$ cat src/rtl/rv32i_commit_tracer.sv
// rv32i_commit_tracer: store-trace FIFO, event counters and PC self-loop halt detector
// sitting beside the rv32i core.
module rv32i_commit_tracer #(
   parameter int XLEN        = 32,
   parameter int DEPTH       = 16,
   parameter int HALT_CYCLES = 4,
   parameter int MODE        = 0,
   parameter int CNT_W       = 32
) (
   input  logic                    clk,
   input  logic                    reset,
   input  logic                    enable,
   input  logic [XLEN-1:0]         pc,
   input  logic [XLEN-1:0]         aluResult,
   input  logic [XLEN-1:0]         writeData,
   input  logic                    memWrite,
   input  logic                    pcSrc,
   input  logic                    rd_ready,
   output logic                    rd_valid,
   output logic [XLEN-1:0]         rd_pc,
   output logic [XLEN-1:0]         rd_addr,
   output logic [XLEN-1:0]         rd_data,
   output logic [$clog2(DEPTH):0]  count,
   output logic                    overflow,
   output logic                    halted,
   output logic [CNT_W-1:0]        cycle_cnt,
   output logic [CNT_W-1:0]        store_cnt,
   output logic [CNT_W-1:0]        taken_cnt
);
   localparam int AW = $clog2(DEPTH);
   localparam int SW = $clog2(HALT_CYCLES + 1);
   typedef enum logic [1:0] {IDLE, RUN, HALT} state_t;
   state_t          state;
   logic [XLEN-1:0] mem_pc   [DEPTH];
   logic [XLEN-1:0] mem_addr [DEPTH];
   logic [XLEN-1:0] mem_data [DEPTH];
   logic [AW-1:0]   wr_ptr, rd_ptr;
   logic [XLEN-1:0] prev_pc;
   logic [SW-1:0]   same_cnt, same_nxt;
   logic            run, push, pop, full, keep, drop, rd_adv;
   assign run      = state == RUN;
   assign push     = run && memWrite;
   assign full     = count == (AW+1)'(DEPTH);
   assign rd_valid = count != '0;
   assign pop      = rd_valid && rd_ready;
   // a same-edge pop frees the slot, so a full FIFO only loses data without one
   assign drop     = push && full && !pop;
   assign keep     = push && (!drop || MODE == 1);
   assign rd_adv   = pop || (drop && MODE == 1);
   assign same_nxt = pc != prev_pc ? '0 : same_cnt == SW'(HALT_CYCLES) ? same_cnt : same_cnt + SW'(1);
   assign rd_pc    = rd_valid ? mem_pc[rd_ptr]   : '0;
   assign rd_addr  = rd_valid ? mem_addr[rd_ptr] : '0;
   assign rd_data  = rd_valid ? mem_data[rd_ptr] : '0;
   always_ff @(posedge clk) begin
      if (keep) begin
         mem_pc[wr_ptr]   <= pc;
         mem_addr[wr_ptr] <= aluResult;
         mem_data[wr_ptr] <= writeData;
      end
   end
   always_ff @(posedge clk) begin
      if (reset) begin
         state     <= IDLE;
         wr_ptr    <= '0;
         rd_ptr    <= '0;
         count     <= '0;
         overflow  <= 1'b0;
         halted    <= 1'b0;
         cycle_cnt <= '0;
         store_cnt <= '0;
         taken_cnt <= '0;
         same_cnt  <= '0;
         prev_pc   <= '0;
      end else begin
         prev_pc  <= pc;
         overflow <= overflow | drop;
         if (keep) wr_ptr <= wr_ptr + AW'(1);
         if (rd_adv) rd_ptr <= rd_ptr + AW'(1);
         if (keep && !rd_adv) count <= count + 1'b1;
         else if (!keep && rd_adv) count <= count - 1'b1;
         if (state == IDLE && enable) state <= RUN;
         if (run) begin
            same_cnt  <= same_nxt;
            cycle_cnt <= cycle_cnt + CNT_W'(cycle_cnt != '1);
            store_cnt <= store_cnt + CNT_W'(memWrite && store_cnt != '1);
            taken_cnt <= taken_cnt + CNT_W'(pcSrc && taken_cnt != '1);
            if (same_nxt == SW'(HALT_CYCLES)) begin
               state  <= HALT;
               halted <= 1'b1;
            end
         end
      end
   end
endmodule

$ cat config.mk
export PLATFORM = sky130hd
export DESIGN_NAME = rv32i_commit_tracer
export DESIGN_NICKNAME = d
export VERILOG_FILES = /design/src/rtl/rv32i_commit_tracer.sv
export SDC_FILE = /design/constraint.sdc
export NUM_CORES = 1
export LEC_CHECK = 0
export BUFFER_PORTS_ARGS = -buffer_cell sky130_fd_sc_hd__buf_2
export CORE_ASPECT_RATIO = 1.5
export CORE_MARGIN = 10
export CORE_UTILIZATION = 45
export DETAILED_ROUTE_END_ITERATION = 6
export PLACE_DENSITY_LB_ADDON = 0.15
export SYNTH_ARGS = -nofsm -noshare
export SYNTH_HDL_FRONTEND = slang
export SYNTH_SLANG_ARGS = --single-unit
$ cat constraint.sdc
create_clock -name clk -period 11.3 [get_ports clk]
set_input_delay 1.695 -clock clk [delete_from_list [all_inputs] [get_ports clk]]
set_output_delay 1.695 -clock clk [all_outputs]
set_load 0.01 [all_outputs]
After elaboration in Yosys (flattened, before gate mapping)
Memories as Yosys holds them, arrays and structs flattened. A register that Yosys moved wholly into a read port is not among the register bits.
Index checks and enable logic that the tools add are counted.
W data, S select, Z words.

storage, ports and cells
  memories = 3
  input port bits = 102
  output and inout port bits = 200
  bits in registers = 148
  logic and storage cells = 66
  memory bits (writable) = 1536

operators by class
  add/sub/neg operators = 8
  muxes and demuxes = 18
  bitwise operators = 1
  reduce and logical (&&, ||, !) cells = 17
  eq/ne operators = 8

memories
  name      depth  bits a word  read ports  clocked after Yosys merged registers in  write ports  RTL line  RTL
  mem_addr  16     32           1           1                                        1            35        logic [XLEN-1:0] mem_addr [DEPTH];
  mem_data  16     32           1           1                                        1            36        logic [XLEN-1:0] mem_data [DEPTH];
  mem_pc    16     32           1           1                                        1            34        logic [XLEN-1:0] mem_pc [DEPTH];

operators by type and width
  kind                    number
  $add A32 B1 Y32         3
  $mux W32                3
  $ne A32 B32 Y1 const B  3
  $ne A32 B32 Y1          1
  $mux W4                 6
  $logic_and A1 B1 Y1     10
  $mux W5                 2
  $add A4 B1 Y4 const B   2
  $eq A3 B3 Y1 const B    2
  $mux W2                 3
  $mux W3                 2
  $add A5 B1 Y5 const B   1
  $eq A5 B5 Y1 const B    1
  $reduce_bool A5 Y1      1
  $sub A5 B1 Y5 const B   1
  $add A3 B1 Y3 const B   1
  $logic_not A1 Y1        3
  $eq A2 B1 Y1 const B    1
  $logic_not A2 Y1        1
  $mux W1                 2
  $reduce_and A2 Y1       1
  $reduce_bool A2 Y1      1
  $or A1 B1 Y1            1

Logic depth before layout (Yosys ltp)
  depth in word-level cells = 10
  gate-level depth with buffers = 12
  depth with buffers taken out = 11

Worst setup path before layout
OpenSTA, ideal clock, no wires.

  path type = input-to-reg
  start = in rd_ready
  end = mem mem_addr[3][0], enable pin
  buffers on the path = 0
  path slack = 1.694 ns
  data arrival time = 8.939 ns
  cell stages on the path = 4
  data required time = 10.632 ns
  library setup time = 0.668 ns
  path through = nor2b_1 > a211oi_2 > nand2_1 > nor3_1

on the way
  longest elaborated chain between the ends = 7

RTL lines
  what                           RTL line  RTL
  start, declared                18        input logic rd_ready,
  $logic_and A1 B1 Y1            45        assign pop = rd_valid && rd_ready;
  $logic_not A1 Y1               47        assign drop = push && full && !pop;
  $logic_and A1 B1 Y1            47
  $logic_not A1 Y1               48        assign keep = push && (!drop || MODE == 1);
  $logic_and A1 B1 Y1            48
  net keep                       40        logic run, push, pop, full, keep, drop, rd_adv;
  $mux W1                        55        if (keep) begin
  $mux W1 (implied by the code)  57        mem_addr[wr_ptr] <= aluResult;
  end, declared                  35

The timed path passes the listed nets, and every way through them passes these cells.

==> flow_summary.json <==
{
  "status": "completed",
  "met1_usage": 0.2604,
  "critPathKind": "reg2out",
  "place.port_buffers": 301,
  "synth_top_cell_by_area": "edfxtp_1",
  "min_path_type": "reg2reg",
  "synth_edf_count": 1536,
  "die_area_um2": 160500,
  "cts.hold.buffers_added": 0,
  "place_inst": 5125,
  "core_um2": 143400,
  "post-cts-setup-buffer-count": 0,
  "cts.sinks": 1688,
  "wl_um": 158900,
  "p_total_mw": 15.55,
  "drt_iter0_markers": 2782,
  "synthesis.nets": 3141,
  "initial_utilization": 0.4538,
  "worstPathMaxFanout": 49,
  "synthFlopType": "edfxtp_1",
  "synth.top_cell.area_share": 0.7090,
  "drive_gt1_frac": 0.3139,
  "syn_area_um2": 65060,
  "cts.repair.resized": 0,
  "slowest_stage": "buf_4",
  "gr-total-overflow": 0,
  "setup_viol": 0,
  "crit_buf_inv": 3,
  "max_slew.worst_pin.slew_ns": 1.197,
  "wl_per_cell_um": 29.26,
  "clock-skew-final_ns": 0.02870,
  "fin_crit_sh": 0.5711,
  "layout_min_cycle_time_ns": 6.453,
  "area_growth_pct": 14.09,
  "critical_path.top_delay_family": "buffers and inverters",
  "critPathLaunchType": "flop",
  "grt_max_degree": 171,
  "numCtsBuffers": 158,
  "gr-usage-all-layers": 0.1976,
  "p_leak_nw": 23.22,
  "synthCells": 3021,
  "die_x_um": 330.5,
  "routed_via_density": 5.788,
  "setup_tns_ns": 0,
  "clock_path_buffers": 3,
  "die_height_um": 485.7,
  "slew_viol_final": 0,
  "htreeDepth": 4,
  "dr.pass1.iters": 5,
  "hold_viol": 0,
  "ys_ff_latch": 1688,
  "end_kind": "primary output",
  "cp.arrival_ns": 4.76,
  "clk_latency_ns": 0.81,
  "met2_usage": 0.3212,
  "gp_congestion": 0.8362,
  "cts_root_buf": "clkbuf_16",
  "clk_pin_slew_worst_paths_ns": 0.06,
  "vias": 31430,
  "slew_headroom": 0.2004,
  "crit_chain": "buf_4, buf_4, mux4_2, mux4_2, and2_1, buf_2",
  "async_flop_share": 0,
  "hpwl_um": 83760,
  "worst_slack_ns": 4.847,
  "synth.distinct_cells": 47,
  "grtUsageMet3": 0.05718,
  "register_area_um2": 49180,
  "final_cells": 5431,
  "drv_cap": 0,
  "pre_cts_ws_ns": 5.478,
  "synth_area_per_cell_um2": 21.54,
  "fillCellCount": 11280,
  "cts_tree": "done",
  "grt.busiest_layer": "met2",
  "nets": 3513,
  "synth_area_leaders": "edfxtp_1 71%, mux4_2 17%, dfxtp_1 4.7%, xnor2_1 1.3%, and2_1 0.95%",
  "yosys-top-cells-count": "1536 x edfxtp_1, 480 x mux4_2, 152 x dfxtp_1, 119 x nor2_1, 99 x and2_1",
  "yosysWarnings": 0,
  "grt_first_pass_wirelength_um": 231100,
  "grt_antenna_before_repair": 32,
  "fmaxAchievable_ghz": 0.1550,
  "multi_input_area_um2": 15140,
  "worstPathRequired_ns": 9.61,
  "drc": 0,
  "vdd_drop_max_uv": 201.3,
  "grt_setup_unrepaired": "false",
  "max_stage_delay_ns": 0.87,
  "rows": 170,
  "ios": 302,
  "ant_nets": 0,
  "ys_seq_area_frac": 0.7557,
  "synth.most_common_cell": "edfxtp_1",
  "grt_pass1_vias": 33800,
  "powerDensity_nw_per_um2": 209.5
}
-- layout by cell type, fill, tap and decap left out, drive strengths merged, types with 34 or more instances in the layout --
master / count
clkinv: 57
nand4: 34
dfxtp: 152
and2: 99
edfxtp: 1536
buf: 365
xnor2: 94
nor2: 119
nor2b: 35
mux4: 480
clkbuf: 196
nand2: 57
-- logic make-up after synthesis --
logic type	Yosys count	synth area share
AOI/OAI and AO/OA	50	0.004597
xor gates and xnor gates	119	0.01602
adders and majority gates	18	0.003577
buffers and inverters	176	0.01331
DFF	1688	0.7557
muxes	485	0.1670
and+or+nand+nor	485	0.03979
-- final timing paths --
check | from | endpoint | slack, ns | depth (start not counted)
setup / recovery | flop | rd_pc[0] | 4.85 | 6
hold / removal | halted | halted | 0.47 | 1
setup reg to reg | state[0] | mem_pc[10][25] | 7.12 | 5
hold reg to reg | halted | halted | 0.47 | 1
-- flip-flops by register name, summed over array words and instances (netlist names), 2 cells and up, named ones only --
name	count
store_cnt	32
mem_addr	512
same_cnt	3
cycle_cnt	32
mem_data	512
taken_cnt	32
prev_pc	32
count	5
wr_ptr	4
mem_pc	512
state	2
rd_ptr	4
-- metrics by stage --
| stage | utilization | hold WS (ns) | cell area (µm²) |
|---|---|---|---|
| floorplan | - | 0.4349 | 65060 |
| global placement | 0.4799 | 0.4441 | 68810 |
| detailed placement | 0.4799 | 0.4415 | 68810 |
| CTS | 0.5176 | 0.4692 | 74200 |
| global route | 0.5176 | 0.4904 | 74200 |
| finish | 0.5178 | 0.4672 | 74230 |
-- power by group --
group	switching, mW	total [mW]	leakage (nW)	internal, mW
Combinational	1.61	3.14	5.56	1.53
Clock	2.35	5.50	2.60	3.15
Sequential	0.0529	6.91	15.1	6.86
Total	4.01	15.6	23.2	11.5
-- layout make-up --
type | count | share of cell area
Tap cell | 1892 | 0.03189
Multi-Input combinational cell | 1157 | 0.2040
Clock buffer | 196 | 0.05600
Clock inverter | 98 | 0.01664
Sequential cell | 1688 | 0.6626
Inverter | 23 | 0.001163
Antenna cell | 12 | 0.0004046
Timing Repair Buffer | 365 | 0.02731
-- routing by layer --
metal	up-vias	wire length, µm
met5	-	209
met4	38	3334
met3	258	13130
met2	1052	78310
met1	16900	63900
li1	13190	-
Note: power is estimated with default switching activity, not from simulation.
